[src/rtl/game_pkg.sv]
// Shared game-flow types and constants for the controller, ghosts and display.
// Pure declarations; no timing or flow control of its own.
package game_pkg;

    typedef enum logic [1:0] {
        ST_READY = 2'd0,
        ST_PLAY  = 2'd1,
        ST_DEATH = 2'd2,
        ST_END   = 2'd3
    } state_t;

    typedef enum logic {
        MODE_SCATTER = 1'b0,
        MODE_CHASE   = 1'b1
    } mode_t;

    localparam logic [7:0] KEY_A     = 8'h04;
    localparam logic [7:0] KEY_D     = 8'h07;
    localparam logic [7:0] KEY_S     = 8'h16;
    localparam logic [7:0] KEY_W     = 8'h1A;
    localparam logic [7:0] KEY_ENTER = 8'h28;

    function automatic logic is_start_key(input logic [7:0] key);
        return (key == KEY_A) || (key == KEY_D) || (key == KEY_S) || (key == KEY_W);
    endfunction

endpackage

[src/rtl/game_ctrl_mode_timer.sv]
// Scatter/chase phase timer; advances one count per frame while run is high.
// Phase flop updates on the frame edge; clear wins over run, no backpressure.
module mode_timer
    import game_pkg::*;
#(
    parameter int SCATTER_FRAMES = 420,
    parameter int CHASE_FRAMES   = 1200
) (
    input  logic  frame_clk,
    input  logic  Reset,
    input  logic  run,
    input  logic  clear,
    output mode_t phase
);

    localparam logic [11:0] SCATTER_LAST = 12'(SCATTER_FRAMES - 1);
    localparam logic [11:0] CHASE_LAST   = 12'(CHASE_FRAMES - 1);

    logic [11:0] count;
    logic [11:0] last;

    assign last = (phase == MODE_SCATTER) ? SCATTER_LAST : CHASE_LAST;

    always_ff @(posedge frame_clk or posedge Reset) begin
        if (Reset) begin
            count <= '0;
            phase <= MODE_SCATTER;
        end else if (clear) begin
            count <= '0;
            phase <= MODE_SCATTER;
        end else if (run) begin
            // count holds frames already spent in this phase
            if (count == last) begin
                count <= '0;
                phase <= (phase == MODE_SCATTER) ? MODE_CHASE : MODE_SCATTER;
            end else begin
                count <= count + 12'd1;
            end
        end
    end

endmodule

[src/rtl/game_ctrl.sv]
// Game-flow FSM: READY/PLAY/DEATH/END, lives, win flag, respawn pulse, patrol masks.
// Every output is a flop (patrol is the phase flop masked by a constant); 1-frame latency.
module game_ctrl
    import game_pkg::*;
#(
    parameter int         LIVES_INIT        = 3,
    parameter int         DEATH_FRAMES      = 120,
    parameter int         SCATTER_FRAMES    = 420,
    parameter int         CHASE_FRAMES      = 1200,
    parameter logic [3:0] CHASE_ALWAYS_MASK = 4'b0001
) (
    input  logic       frame_clk,
    input  logic       Reset,
    input  logic [7:0] keycode,
    input  logic [3:0] caught_check,
    input  logic       all_eaten,
    output logic [1:0] state,
    output logic [3:0] patrol,
    output logic [1:0] lives,
    output logic       won,
    output logic       respawn
);

    localparam int            DW         = $clog2(DEATH_FRAMES + 1);
    localparam logic [DW-1:0] DEATH_LOAD = DW'(DEATH_FRAMES);
    localparam logic [1:0]    LIVES_RST  = 2'(LIVES_INIT);

    state_t        st;
    logic [DW-1:0] death_cnt;
    logic          death_done;
    logic          respawn_next;
    mode_t         phase;

    assign death_done = (death_cnt <= DW'(1));

    // Decided a frame early so the timer is back in scatter during the respawn frame.
    assign respawn_next = ((st == ST_END)   && (keycode == KEY_ENTER)) ||
                          ((st == ST_DEATH) && death_done && (lives != 2'd0));

    always_ff @(posedge frame_clk or posedge Reset) begin
        if (Reset) begin
            st        <= ST_READY;
            lives     <= LIVES_RST;
            won       <= 1'b0;
            respawn   <= 1'b0;
            death_cnt <= '0;
        end else begin
            respawn <= respawn_next;
            case (st)
                ST_READY: begin
                    if (is_start_key(keycode)) st <= ST_PLAY;
                end
                ST_PLAY: begin
                    if (all_eaten) begin
                        st  <= ST_END;
                        won <= 1'b1;
                    end else if (caught_check != 4'b0000) begin
                        st        <= ST_DEATH;
                        death_cnt <= DEATH_LOAD;
                        if (lives != 2'd0) lives <= lives - 2'd1;
                    end
                end
                ST_DEATH: begin
                    death_cnt <= death_cnt - DW'(1);
                    if (death_done) begin
                        if (lives != 2'd0) begin
                            st <= ST_READY;
                        end else begin
                            st  <= ST_END;
                            won <= 1'b0;
                        end
                    end
                end
                ST_END: begin
                    if (keycode == KEY_ENTER) begin
                        st    <= ST_READY;
                        lives <= LIVES_RST;
                        won   <= 1'b0;
                    end
                end
                default: st <= ST_READY;
            endcase
        end
    end

    mode_timer #(
        .SCATTER_FRAMES (SCATTER_FRAMES),
        .CHASE_FRAMES   (CHASE_FRAMES)
    ) u_mode_timer (
        .frame_clk (frame_clk),
        .Reset     (Reset),
        .run       (st == ST_PLAY),
        .clear     (respawn_next),
        .phase     (phase)
    );

    assign state  = st;
    assign patrol = (phase == MODE_SCATTER) ? ~CHASE_ALWAYS_MASK : 4'b0000;

endmodule

[config.mk]
export PLATFORM = sky130hd
export DESIGN_NAME = game_ctrl
export DESIGN_NICKNAME = d
export VERILOG_FILES = /design/src/rtl/game_pkg.sv /design/src/rtl/game_ctrl_mode_timer.sv /design/src/rtl/game_ctrl.sv
export SDC_FILE = /design/constraint.sdc
export NUM_CORES = 1
export LEC_CHECK = 0
export ABC_CLOCK_PERIOD_IN_PS = 2450
export CAP_MARGIN = 20
export CORE_MARGIN = 2
export CORE_UTILIZATION = 50
export CTS_CLUSTER_DIAMETER = 150
export DETAILED_ROUTE_END_ITERATION = 7
export PLACE_DENSITY = 0.76
export SYNTH_ARGS = -nofsm -noshare
export SYNTH_HDL_FRONTEND = slang
export SYNTH_SLANG_ARGS = --single-unit
[constraint.sdc]
create_clock -name frame_clk -period 2.45 [get_ports frame_clk]
set_input_delay 0.49 -clock frame_clk [delete_from_list [all_inputs] [get_ports frame_clk]]
set_output_delay 0.49 -clock frame_clk [all_outputs]
set_load 0.01 [all_outputs]
==> results_dict.tcl <==
set metrics [dict create \
    fin_skew_ns 0.00546 \
    place.gp.congestion 0.879 \
    grt_pass1_wl_um 5510 \
    final_max_slew_viol_count 0 \
    cts_root_buf "clkbuf_4" \
    min_path_type "input port to async pin" \
    cts_buffers 3 \
    synth_warnings 0 \
    synth-async-reset-ratio_pct 100 \
    hpwl_um 2630 \
    cp_max_fo 13 \
    io_pins 25 \
    fmax_mhz 486 \
    leakage_nw 0.727 \
    avgRoutedWirePerCell_um 14.6 \
    grtUsageTotal_pct 20.3 \
    startpoint_type "flip-flop" \
    synthCells 172 \
    cts.path.max_buffers 2 \
    finalSetupViolCount 0 \
    cp.arrival_ns 1.57 \
    ir_worst_vdd_v 0.000480 \
    clkLatencyLatePin_ns 0.33 \
    diodes 0 \
    ys_seq_area_share_pct 42.2 \
    num_rows 20 \
    cts_hold_buffers 0 \
    power-per-cell-area_mw_per_mm2 803 \
    synth_top_area_share_pct 38.8 \
    cts_tree "built" \
    post-route-min-period_ns 2.06 \
    final-hold-violation-count 0 \
    nets 216 \
    ctsResizeCount 0 \
    crit_path_end_kind "output port" \
    avgSynthCellArea_um2 8.99 \
    grt_max_degree 27 \
    min_period_over_period_pct 83.9 \
    drt_iter0_markers 34 \
    die_height_um 59.6 \
    netlist_area_mm2 0.00155 \
    cap_viol_max_count 0 \
    vias 1401 \
    synthFlopType "dfrtp_1" \
    wl_um 3340 \
    rsz0062_at_grt "no" \
    drive_gt1_share_pct 9.18 \
    ys_types 45 \
    port_buffers 23 \
    nFillCells 266 \
    core_area_mm2 0.00300 \
    synthTopCellsByArea "dfrtp_1 39%, nand2_1 4.6%, a21oi_1 4.5%" \
    ys_ff_latch 26 \
    status "finished clean" \
    clk_pin_slew_ns 0.14 \
    post_cts_buffers 0 \
    yosys.area.top_type "dfrtp_1" \
    htreeDepth 1 \
    grt_overflow 0 \
    holdWs_ns 0.492 \
    ant_nets 0 \
    crit_type "flip-flop to output port" \
    drc 0 \
    grt_pass1_vias 1310 \
    initial_core_util_pct 51.5 \
    viasPerCell 6.12 \
    cts_sinks 26 \
    synth_edf_count 0 \
    die-area_mm2 0.00355 \
    tns_ns 0 \
    die_w_um 59.6 \
    dr.pass1.iters 4 \
    cp.required_ns 1.96 \
    syn_nets 191 \
    area_delta_synth_final_pct 18.9 \
    antenna_found_initial 0 \
]
==> report_power, final <==
group | internal (mW) | switching (mW) | leakage (nW) | total (mW)
clock network | 0.0911 | 0.132 | 0.0210 | 0.223
logic | 0.281 | 0.286 | 0.385 | 0.567
registers | 0.543 | 0.143 | 0.321 | 0.685
total | 0.915 | 0.561 | 0.727 | 1.48
==> layer usage <==
metal,share of wire (%),up-vias,track usage (%)
li1,-,677,-
met1,44,685,27.1
met2,52,31,34.4
met3,3.0,8,1.97
met4,1.8,0,6.98
met5,0,-,0
==> worst max-delay path, stage by stage, from the launching register on <==
cell and delay (ns):
dfrtp_1 0.45, buf_4 0.22, clkdlybuf4s50_1 0.56
==> Yosys cell counts (2+ instances only) <==
cell and count:
a31oi_1 4, nand4_1 4, nor2_1 12, nor3_1 8
or4b_1 2, nand2_1 19, o21ai_0 7, nor4_1 8
mux2i_1 3, a211oi_1 2, nand2b_1 2, ha_1 4
nand3_1 13, dfrtp_1 24, inv_1 8, xnor2_1 7
dfstp_2 2, buf_4 3, a21oi_1 14
==> state kept, by name (all words and copies together) (netlist names) <==
name / count
death_cnt: 7
lives: 2
respawn: 1
state: 2
u_mode_timer.count: 12
u_mode_timer.phase: 1
won: 1
==> cell type report <==
class	count	area [um2]	area share, %
clock buffers	4	36.3	1.97
multi-input cells	132	828	45.1
repair buffers	25	245	13.3
flip-flops and latches	26	653	35.5
inverters	9	33.8	1.84
well taps	33	41.3	2.25
==> layout by cell type, fill, tap and decap left out, types with 2 or more instances in the layout <==
cell              n
a211oi_1          2
a21oi_1          14
a31oi_1           4
buf_4             2
clkbuf_4          3
clkdlybuf4s50_1  23
dfrtp_1          24
dfstp_2           2
ha_1              4
inv_1             8
mux2i_1           3
nand2_1          19
nand2b_1          2
nand3_1          13
nand4_1           4
nor2_1           12
nor3_1            8
nor4_1            8
o21ai_0           7
or4b_1            2
xnor2_1           7
==> metrics by stage <==
stage                     setup slack [ns]  std cells  area (um2)  util (%)  power [mW]
after floorplan                      0.647        172        1550         -        1.05
after global placement               0.169        225        1800      60.0        1.23
after detailed placement            0.0982        225        1800      60.0        1.26
after CTS                            0.390        229        1840      61.2        1.49
after global routing                 0.294        229        1840      61.2        1.59
final                                0.394        229        1840      61.2        1.48
==> cell families after synthesis <==
kind of cell / after synthesis / share of synthesized area, %
compound gates: 35 / 15.5
mux: 3 / 1.94
fa+ha+maj: 4 / 3.24
xor+xnor: 8 / 4.53
flops: 26 / 42.2
buf+inv: 14 / 4.21
simple gates: 81 / 28.2
other cells: 1 / 0.242
==> worst paths after layout <==
path / startpoint / endpoint / slack (ns) / cells after the start
setup / recovery: state[0] / state[0] / 0.39 / 2
max in group asynchronous: Reset / lives[0] / 1.67 / 3
setup reg to reg: lives[0] / lives[1] / 0.54 / 6
hold / removal: Reset / u_mode_timer.count[6] / 0.49 / 3
hold reg to reg: death_cnt[6] / death_cnt[6] / 0.51 / 1
min in group frame_clk: death_cnt[6] / death_cnt[6] / 0.51 / 1
Note: power is estimated with default switching activity, not from simulation.
